## config.mk

```make
export PLATFORM = sky130hd
export DESIGN_NAME = plsgen_mc
export DESIGN_NICKNAME = d
export VERILOG_FILES = /design/src/rtl/plsgen_mc.sv
export SDC_FILE = /design/constraint.sdc
export NUM_CORES = 1
export LEC_CHECK = 0
export ABC_AREA = 1
export CELL_PAD_IN_SITES_DETAIL_PLACEMENT = 0
export CELL_PAD_IN_SITES_GLOBAL_PLACEMENT = 2
export CORE_UTILIZATION = 39
export CTS_CLUSTER_SIZE = 30
export DETAILED_ROUTE_END_ITERATION = 7
export DONT_BUFFER_PORTS = 1
export GPL_ROUTABILITY_DRIVEN = 0
export HOLD_SLACK_MARGIN = 0.15
export PLACE_DENSITY = 0.88
export SETUP_SLACK_MARGIN = 0.2
export SKIP_LAST_GASP = 1
export SLEW_MARGIN = 20
export SYNTH_ARGS = -nofsm -noshare
export SYNTH_HDL_FRONTEND = slang
export SYNTH_HIERARCHICAL = 1
export SYNTH_SLANG_ARGS = --single-unit
```

## constraint.sdc

```tcl
create_clock -name clk -period 2.92 [get_ports clk]
set_input_delay 0.292 -clock clk [delete_from_list [all_inputs] [get_ports clk]]
set_output_delay 0.292 -clock clk [all_outputs]
set_load 0.005 [all_outputs]
```

## src/rtl/plsgen_mc.sv

```systemverilog
// Multi-channel edge-qualified pulse generator: each channel synchronizes an async level,
// debounces it, qualifies rise/fall edges by mode, stretches a pulse and keeps a sticky flag.

module plsgen_mc_ch #(
    parameter int SYNC_STG = 2,
    parameter int FLT_LEN  = 4,
    parameter int PLS_W    = 1
) (
    input  logic       clk,
    input  logic       rst,
    input  logic       i_d,
    input  logic [1:0] i_mode,
    input  logic       i_clr,
    output logic       o_lvl,
    output logic       o_pls,
    output logic       o_sts
);
    localparam int FW = $clog2(FLT_LEN) + 1;
    localparam int PW = $clog2(PLS_W + 1);
    localparam logic [FW-1:0] FMAX = FW'(FLT_LEN - 1);
    localparam logic [PW-1:0] PMAX = PW'(PLS_W);
    localparam logic [PW-1:0] PONE = PW'(1);

    logic [SYNC_STG-1:0] r_sync;
    logic [FW-1:0]       r_fcnt;
    logic [PW-1:0]       r_pcnt;
    logic                r_lvl;
    logic                r_pls;
    logic                r_sts;

    logic w_s;
    logic w_acc;
    logic w_evt;

    assign w_s   = r_sync[SYNC_STG-1];
    // Accept only once the mismatch has persisted for FLT_LEN consecutive samples.
    assign w_acc = (w_s != r_lvl) && (r_fcnt == FMAX);
    // Mode bit 0 qualifies rising edges, bit 1 falling edges.
    assign w_evt = w_acc && (w_s ? i_mode[0] : i_mode[1]);

    always_ff @(posedge clk or posedge rst) begin
        if (rst) begin
            r_sync <= '0;
            r_fcnt <= '0;
            r_lvl  <= 1'b0;
        end else begin
            r_sync <= {r_sync[SYNC_STG-2:0], i_d};
            if (w_s == r_lvl) begin
                r_fcnt <= '0;
            end else if (w_acc) begin
                r_lvl  <= w_s;
                r_fcnt <= '0;
            end else begin
                r_fcnt <= r_fcnt + 1'b1;
            end
        end
    end

    // Pulse stretcher: a new event reloads the count, so overlapping events merge into one pulse.
    always_ff @(posedge clk or posedge rst) begin
        if (rst) begin
            r_pcnt <= '0;
            r_pls  <= 1'b0;
        end else if (w_evt) begin
            r_pcnt <= PMAX;
            r_pls  <= 1'b1;
        end else if (r_pcnt != '0) begin
            r_pcnt <= r_pcnt - 1'b1;
            r_pls  <= (r_pcnt != PONE);
        end
    end

    // Set has priority over clear so an event coinciding with clr is never lost.
    always_ff @(posedge clk or posedge rst) begin
        if (rst) r_sts <= 1'b0;
        else     r_sts <= w_evt | (r_sts & ~i_clr);
    end

    assign o_lvl = r_lvl;
    assign o_pls = r_pls;
    assign o_sts = r_sts;
endmodule

module plsgen_mc #(
    parameter int CH       = 4,
    parameter int SYNC_STG = 2,
    parameter int FLT_LEN  = 4,
    parameter int PLS_W    = 1
) (
    input  logic          clk,
    input  logic          rst,
    input  logic [CH-1:0] d,
    input  logic [2*CH-1:0] mode,
    input  logic [CH-1:0] clr,
    output logic [CH-1:0] lvl,
    output logic [CH-1:0] pls,
    output logic [CH-1:0] sts,
    output logic          irq
);
    for (genvar i = 0; i < CH; i++) begin : g_ch
        plsgen_mc_ch #(
            .SYNC_STG (SYNC_STG),
            .FLT_LEN  (FLT_LEN),
            .PLS_W    (PLS_W)
        ) u_ch (
            .clk    (clk),
            .rst    (rst),
            .i_d    (d[i]),
            .i_mode (mode[2*i+1:2*i]),
            .i_clr  (clr[i]),
            .o_lvl  (lvl[i]),
            .o_pls  (pls[i]),
            .o_sts  (sts[i])
        );
    end

    assign irq = |sts;
endmodule

```

==> results of run 1 <==
[layout by cell type (no fill, tap or decap)]
cell,count
or2_1,4
clkbuf_8,2
nor2_1,22
dlygate4sd3_1,9
inv_1,32
nand2_1,49
xnor2_1,4
dfrtp_1,36
clkbuf_4,5
o21ai_0,4
ha_1,4
[final cells by class]
type | count | share of cell area
timing repair buffer | 9 | 0.0553
multi-input combinational | 87 | 0.243
sequential | 36 | 0.553
clock buffer | 7 | 0.0399
tap | 46 | 0.0353
inverter | 32 | 0.0737
[per-layer routing]
layer / up-vias / GRT usage
met2: 24 / 0.203
met3: 5 / 0.0515
met5: - / 0
met4: 0 / 0.0785
li1: 476 / -
met1: 413 / 0.159
[final timing paths]
kind	end	slack, ns	cells after the start
setup reg to reg	g_ch[3].u_ch/o_sts	1.85	5
hold / removal	g_ch[3].u_ch/r_pcnt	0.21	4
max in group asynchronous	g_ch[1].u_ch/o_lvl	2.21	2
hold reg to reg	g_ch[1].u_ch/r_sync[1]	0.36	0
min in group asynchronous	g_ch[0].u_ch/o_pls	0.43	2
setup / recovery	irq	1.64	2
[stage by stage]
| stage | instances | util | power (W) |
|---|---|---|---|
| final | 217 | 0.477 | 0.00126 |
| after global routing | 217 | 0.477 | 0.00138 |
| after CTS | 217 | 0.477 | 0.00128 |
| after detailed placement | 201 | 0.432 | 0.000979 |
| after global placement | 201 | 0.432 | 0.000965 |
| after floorplan | 155 | - | 0.000915 |
[logic make-up (layout without fill, tap and decap cells)]
logic type | count (synthesis) | after routing | synth area share
XOR/XNOR | 4 | 4 | 0.0247
flip-flops | 36 | 36 | 0.635
AO/OA/AOI/OAI | 4 | 4 | 0.0141
buffers and inverters | 32 | 48 | 0.0847
adder cells (fa/ha/maj) | 4 | 4 | 0.0353
AND/OR/NAND/NOR | 75 | 75 | 0.206
[flip-flops by register name, indices dropped and copies added (netlist names)]
register	flops
g_ch.u_ch/r_fcnt	12
g_ch.u_ch/r_sync	8
g_ch.u_ch/o_lvl	4
g_ch.u_ch/o_pls	4
g_ch.u_ch/o_sts	4
g_ch.u_ch/r_pcnt	4
[cell usage after synthesis]
cell type / number
dfrtp_1: 36
ha_1: 4
inv_1: 32
nand2_1: 49
nor2_1: 22
o21ai_0: 4
or2_1: 4
xnor2_1: 4
[power groups by stage]
stage / logic [W] / clock network, W / registers [W]
floorplan: 0.000222 / 0 / 0.000692
global placement: 0.000251 / 0 / 0.000714
detailed placement: 0.000260 / 0 / 0.000719
CTS: 0.000271 / 0.000302 / 0.000710
global route: 0.000327 / 0.000326 / 0.000725
finish: 0.000267 / 0.000285 / 0.000706
[timing repair]
action	in CTS	in global routing
endpoints found under the setup margin	0	0
hold buffers	9	0
hold endpoints to repair	44	0
[worst register-to-register path: stages, from the launching register on]
cell	delay [ns]
dfrtp_1	0.39
ha_1	0.21
nand2_1	0.16
nor2_1	0.06
nand2_1	0.09
nand2_1	0.06
==> results.txt, run 1 <==
post-CTS setup buffer count = 0
Critical Path Start Type = flop
CP Cell Sequence = nor2_1 -> nand2_1
first-pass GRT wire length = 3.88 mm
Clk pwr share = 0.226
CTS tree = built
Avg Inst Size Synth = 9.15 µm²
launch point of the worst path = g_ch[1].u_ch/o_sts
core footprint = 0.00342 mm²
hold_sp = mode[7]
register area = 901 µm²
Synth Instances = 155
die width = 62.3 µm
starting density of the core = 0.415
Reg clk slew, reported paths = 0.10 ns
status = finished clean
Netlist cell types = 8
drt pass-1 iters = 4
Num CTS Buffers = 5
P_int = 0.000864 W
Max-slew headroom = 0.759
Sw Share = 0.313
routed len/inst = 10.0 µm
hold slack = 0.211 ns
CTS root buf = clkbuf_4
multi-input gate area in the final layout = 397 µm²
IO Count = 31
Peak VDD IR = 0.406 mV
flops & latches, synth = 36
Setup WS post-layout = 1.64 ns
max cap viols = 0
# DRC = 0
DP Worst Slack = 1.85 ns
pwr/cell area = 771 mW/mm²
critical path's top delay family = flip-flops
Syn Nets = 177
initial antenna violation count = 0
Tmin final = 1.28 ns
Worst path max stage delay = 0.43 ns
Comb power frac = 0.212
Nets = 193
setup TNS = 0 ns
RSZ-0062 raised after global routing = no
post-synthesis instance area = 0.00142 mm²
Worst-Margin Slew = 0.361 ns
share of cells above drive strength 1 = 0.0409
worst-skew pair later-pin latency = 0.33 ns
Max FO, Critical Path = 3
share of the synthesized area in the top cell type = 0.635
Worst Path Arrival = 0.99 ns
Top Metal Used = met4
largest net degree at the start of global routing = 11
Clock Sinks = 36
H-tree depth = 2
largest cells by area after synthesis = dfrtp_1, nand2_1, inv_1
area grow syn2layout = 15.0%
DIE AREA = 0.00388 mm²
WL met2 = 997 µm
vias per std cell = 4.23
crit path buf inv count = 0
CP endpoint kind = output pin
worst reg2reg path startpoint = g_ch[3].u_ch/r_fcnt[0]
synthesis warning total = 6
Setup CP Type = flop to output pin
Post-DP Area = 0.00148 mm²
Setup Skew = 0.00818 ns
vias in the first global route = 906
Die Y = 62.3 µm
Final Cell Area = 0.00163 mm²
CTS resizes = 0
Tot GR Track Use = 0.133
fmax = 783 MHz
ant diodes = 0
IO buf count = 0
crit share post-route = 0.438
sequential share of power = 0.562
Via Count = 918
Initial DRC Count = 21
fill count = 361
Lkg Pwr = 0.917 nW
post-synthesis sequential area ratio = 0.635
DP HPWL = 1.59 mm
Sw Pwr = 0.000394 W
clock tree buffer depth = 2
CP required = 2.63 ns
gr ovfl total = 0
Routed met3 length = 156 µm
Yosys top cell by area = dfrtp_1
final setup fails = 0
Min-Delay Path Class = input pin to flop
Rows = 21
final WL = 2.17 mm
max-slew violation count = 0
Fin. Hold Viols = 0
WL met1 = 982 µm
Final ANT Viol Nets = 0
critical path's slowest cell = dfrtp_1
Power figures use the tool's default switching activity.
==> run 2: changes to the inputs <==
--- a/config.mk
+++ b/config.mk
@@ -8,13 +8,13 @@
 export ABC_AREA = 1
 export CELL_PAD_IN_SITES_DETAIL_PLACEMENT = 0
 export CELL_PAD_IN_SITES_GLOBAL_PLACEMENT = 2
-export CORE_UTILIZATION = 39
+export CORE_UTILIZATION = 33
 export CTS_CLUSTER_SIZE = 30
 export DETAILED_ROUTE_END_ITERATION = 7
 export DONT_BUFFER_PORTS = 1
 export GPL_ROUTABILITY_DRIVEN = 0
 export HOLD_SLACK_MARGIN = 0.15
-export PLACE_DENSITY = 0.88
+export PLACE_DENSITY = 0.8
 export SETUP_SLACK_MARGIN = 0.2
 export SKIP_LAST_GASP = 1
 export SLEW_MARGIN = 20
==> constraint.sdc (replaced) <==
create_clock -name clk -period 1.1 [get_ports clk]
set_input_delay 0.11 -clock clk [delete_from_list [all_inputs] [get_ports clk]]
set_output_delay 0.11 -clock clk [all_outputs]
set_load 0.005 [all_outputs]
==> results.txt, run 2 (same netlist as run 1, synthesis figures left out) <==
Num CTS Buffers = 5
multi-input gate area in the final layout = 586 µm²
most frequent cells in the layout = nand2_1, dfrtp_1, inv_1, dlygate4sd3_1, nor2_1
GRT busiest layer = met2
max cap viols = 0
Critical Path Start Type = flop
DIE AREA = 0.00456 mm²
max-slew violation count = 0
Final Cell Area = 0.00201 mm²
DP HPWL = 1.72 mm
Core Util, Final = 0.496
register area = 907 µm²
Max-slew headroom = 0.769
CTS root buf = clkbuf_8
final WL = 2.54 mm
Post-DP Area = 0.00150 mm²
Largest register FFs = 12
worst-skew pair later-pin latency = 0.28 ns
fmax = 975 MHz
M3 GR Usage = 0.0625
R2R depth = 5
Lkg Pwr = 1.03 nW
Worst-Margin Slew = 0.346 ns
CTS tree = built
area grow syn2layout = 42.1%
first-pass GRT wire length = 4.22 mm
ant diodes = 0
Rows = 23
Top Registers = g_ch.u_ch/r_fcnt: 12 flops, g_ch.u_ch/r_sync: 8 flops
Fin. Hold Viols = 0
Worst Path Arrival = 0.92 ns
Die Y = 67.5 µm
Peak VDD IR = 0.950 mV
status = finished clean
largest net degree at the start of global routing = 13
Max FO, Critical Path = 3
met1 Use GR = 0.158
vias per std cell = 4.22
vias in the first global route = 984
Reg clk slew, reported paths = 0.07 ns
share of cells above drive strength 1 = 0.297
DP Worst Slack = 0.113 ns
Tot GR Track Use = 0.133
Clock Sinks = 36
starting density of the core = 0.349
Setup Skew = 0.00425 ns
core footprint = 0.00406 mm²
die width = 67.5 µm
clock tree buffer depth = 2
Tmin final = 1.03 ns
routed len/inst = 10.8 µm
Nets = 206
leading cell type in the layout, fill and taps excluded = nand2_1
CP required = 0.99 ns
Final ANT Viol Nets = 0
Setup WS post-layout = 0.0748 ns
H-tree depth = 2
initial antenna violation count = 0
crit share post-route = 0.932
hold slack = 0.295 ns
RSZ-0062 raised after global routing = yes
# DRC = 0
Biggest register = g_ch.u_ch/r_fcnt
fill count = 385
IO buf count = 0
setup TNS = 0 ns
pwr/cell area = 2150 mW/mm²
Setup CP Type = flop to output pin
IO Count = 31
final setup fails = 0
Initial DRC Count = 26
drt pass-1 iters = 3
gr ovfl total = 0
Via Count = 991
CP endpoint kind = output pin
Min-Delay Path Class = input pin to asynchronous set/reset pin
GR Util met2 = 0.202
==> run 2: cell types whose count changed in the layout (fill, tap and decap cells not counted), sizes merged <==
cell	before	now
buf	0	5
bufinv	0	1
clkbuf	7	5
clkinv	0	1
clkinvlp	0	1
dlygate4sd3	9	17
==> run 2: worst paths after layout <==
path / start / to / slack, ns
worst max-delay path: g_ch[3].u_ch/o_sts / irq / 0.07
worst min-delay path: rst / g_ch[0].u_ch/r_fcnt[1] / 0.29
worst max register to register: g_ch[3].u_ch/r_fcnt[1] / g_ch[3].u_ch/o_lvl / 0.13
worst min register to register: g_ch[3].u_ch/r_sync[0] / g_ch[3].u_ch/r_sync[1] / 0.35
max in group asynchronous: rst / g_ch[3].u_ch/o_sts / 0.52
min in group clk: g_ch[3].u_ch/r_sync[0] / g_ch[3].u_ch/r_sync[1] / 0.35
==> run 2: through the flow <==
step	std cells	total power, W
CTS	233	0.00405
floorplan	155	0.00245
global placement	205	0.00258
detailed placement	205	0.00266
finish	235	0.00432
global route	235	0.00466
==> run 2: power breakdown <==
group	total [W]	switching, W	internal, W	leakage [nW]
Clock	0.00113	0.000460	0.000670	0.0541
Combinational	0.00121	0.000583	0.000627	0.524
Sequential	0.00199	0.000349	0.00164	0.450
==> run 2: layout make-up <==
cell class,instances,area share
flip-flops and latches,36,0.450
clock inverters,3,0.0211
clock buffers,5,0.0342
multi-input cells,87,0.291
well taps,50,0.0311
inverters,32,0.0596
repair buffers,22,0.113
==> run 2: layer usage <==
layer / routed length (µm) / share of wire
met1: 1060 / 0.42
met4: 40 / 0.016
met3: 152 / 0.060
met2: 1290 / 0.51
met5: 0 / 0
==> run 2: repair_timing <==
action	CTS	global route
pin swaps	22	18
hold endpoints to repair	52	0
endpoints found under the setup margin	24	31
buffers inserted	3	2
hold buffers	17	0
gates resized for setup	11	41
==> run 2: critical path: stages (launching register included) <==
cell and delay (ns):
dfrtp_2 0.45, nor2_4 0.13, nand2_2 0.06
==> run 3: changes to the inputs <==
--- a/config.mk
+++ b/config.mk
@@ -8,13 +8,13 @@
 export ABC_AREA = 1
 export CELL_PAD_IN_SITES_DETAIL_PLACEMENT = 0
 export CELL_PAD_IN_SITES_GLOBAL_PLACEMENT = 2
-export CORE_UTILIZATION = 33
+export CORE_UTILIZATION = 36
 export CTS_CLUSTER_SIZE = 30
 export DETAILED_ROUTE_END_ITERATION = 7
 export DONT_BUFFER_PORTS = 1
 export GPL_ROUTABILITY_DRIVEN = 0
 export HOLD_SLACK_MARGIN = 0.15
-export PLACE_DENSITY = 0.8
+export PLACE_DENSITY = 0.82
 export SETUP_SLACK_MARGIN = 0.2
 export SKIP_LAST_GASP = 1
 export SLEW_MARGIN = 20
==> constraint.sdc (replaced) <==
create_clock -name clk -period 1 [get_ports clk]
set_input_delay 0.1 -clock clk [delete_from_list [all_inputs] [get_ports clk]]
set_output_delay 0.1 -clock clk [all_outputs]
set_load 0.005 [all_outputs]
==> results.txt, run 3 (same netlist as run 1, synthesis figures left out) <==
Rows = 22
pwr/cell area = 2250 mW/mm²
Clock Sinks = 36
initial antenna violation count = 0
status = complete, but fails checks
routed len/inst = 11.7 µm
fill count = 340
Setup CP Type = flop to output pin
Fin. Hold Viols = 0
first-pass GRT wire length = 4.62 mm
multi-input gate area in the final layout = 581 µm²
drt pass-1 iters = 4
IO buf count = 0
CTS root buf = clkbuf_8
Via Count = 1,014
most frequent cells in the layout = nand2_1, dfrtp_1, inv_1, dlygate4sd3_1, nand2_2
# DRC = 0
Initial DRC Count = 63
Tot GR Track Use = 0.150
final setup fails = 1
worst-skew pair later-pin latency = 0.27 ns
vias per std cell = 4.37
Min-Delay Path Class = input pin to asynchronous set/reset pin
Setup Skew = 0.000886 ns
max cap viols = 0
final WL = 2.71 mm
Max FO, Critical Path = 3
critical path's top delay family = flip-flops
area grow syn2layout = 39.3%
Power, Total = 0.00444 W
Max-slew headroom = 0.769
DP HPWL = 1.68 mm
fmax = 993 MHz
Setup WS post-layout = -0.00722 ns
DP Worst Slack = 0.0120 ns
RSZ-0062 raised after global routing = yes
Largest register FFs = 12
violated checks = setup timing
H-tree depth = 2
Biggest register = g_ch.u_ch/r_fcnt
CP endpoint kind = output pin
core footprint = 0.00372 mm²
Num CTS Buffers = 5
Final ANT Viol Nets = 0
Worst path max stage delay = 0.45 ns
clock tree buffer depth = 2
CP required = 0.90 ns
ant diodes = 0
crit share post-route = 1.01
Critical Path Start Type = flop
Nets = 208
starting density of the core = 0.381
largest net degree at the start of global routing = 10
register area = 907 µm²
vias in the first global route = 1,113
CP Cell Sequence = nor2_2 -> nand2_1
Die Y = 64.8 µm
Top Registers = g_ch.u_ch/r_fcnt: 12 flops, g_ch.u_ch/r_sync: 8 flops
Reg clk slew, reported paths = 0.06 ns
Peak VDD IR = 1.17 mV
gr ovfl total = 0
IO Count = 31
crit path buf inv count = 0
die width = 64.8 µm
Tmin final = 1.01 ns
critical path's slowest cell = dfrtp_2
Lkg Pwr = 1.00 nW
share of cells above drive strength 1 = 0.321
leading cell type in the layout, fill and taps excluded = nand2_1
DIE AREA = 0.00419 mm²
CTS tree = built
max-slew violation count = 0
Worst Path Arrival = 0.91 ns
Worst-Margin Slew = 0.347 ns
==> run 3: path summary, 6_finish.rpt <==
| kind | slack [ns] | cells past startpoint | start | endpoint |
|---|---|---|---|---|
| setup reg to reg | 0.01 | 5 | g_ch[0].u_ch/r_fcnt[0] | g_ch[0].u_ch/o_pls |
| setup / recovery | -0.007 | 2 | g_ch[2].u_ch/o_sts | irq |
| min in group clk | 0.35 | 0 | g_ch[0].u_ch/r_sync[0] | g_ch[0].u_ch/r_sync[1] |
| hold reg to reg | 0.35 | 0 | g_ch[0].u_ch/r_sync[0] | g_ch[0].u_ch/r_sync[1] |
| hold / removal | 0.31 | 2 | rst | g_ch[1].u_ch/r_fcnt[2] |
| max in group asynchronous | 0.41 | 2 | rst | g_ch[3].u_ch/o_lvl |
==> run 3: through the flow <==
step / TNS [ns] / instances / hold WS, ns / cell area, µm² / utilization
after floorplan: 0 / 155 / -0.0721 / 1440 / -
after global placement: 0 / 203 / -0.0394 / 1500 / 0.403
after detailed placement: 0 / 203 / -0.0305 / 1500 / 0.403
after CTS: -0.0389 / 230 / 0.329 / 1880 / 0.505
after global routing: -0.386 / 232 / 0.348 / 1970 / 0.531
final: -0.00722 / 232 / 0.309 / 1970 / 0.531
==> run 3: worst reg2reg max path: cells and delay by family (launching register included) <==
family	cells	cell delay, ns
and+or+nand+nor	4	0.29
DFF	1	0.41
adders and majority gates	1	0.19
==> run 3: power by group <==
| group | switching (W) | internal, W |
|---|---|---|
| logic | 0.000655 | 0.000703 |
| registers | 0.000385 | 0.00180 |
| clock network | 0.000440 | 0.000448 |
| total | 0.00148 | 0.00296 |
==> run 3: layer usage <==
layer,GRT usage,share of wire,up-vias
met5,0,0,-
met4,0.0500,0.0063,0
met1,0.154,0.41,483
li1,-,-,502
met3,0.0599,0.049,2
met2,0.272,0.53,27
==> run 3: layout make-up <==
class / instances / area share
Inverter: 32 / 0.0608
Sequential cell: 36 / 0.459
Tap cell: 48 / 0.0304
Multi-Input combinational cell: 87 / 0.294
Timing Repair Buffer: 24 / 0.120
Clock buffer: 5 / 0.0349
==> run 3: repair_timing <==
item                                    in CTS  in global routing
hold buffers                                17                  0
buffers inserted                             5                  2
endpoints found under the setup margin      35                 39
endpoints found under the hold margin       52                  0
resized for setup                           23                 33
gates cloned                                 0                  0
pin swaps                                   14                 18
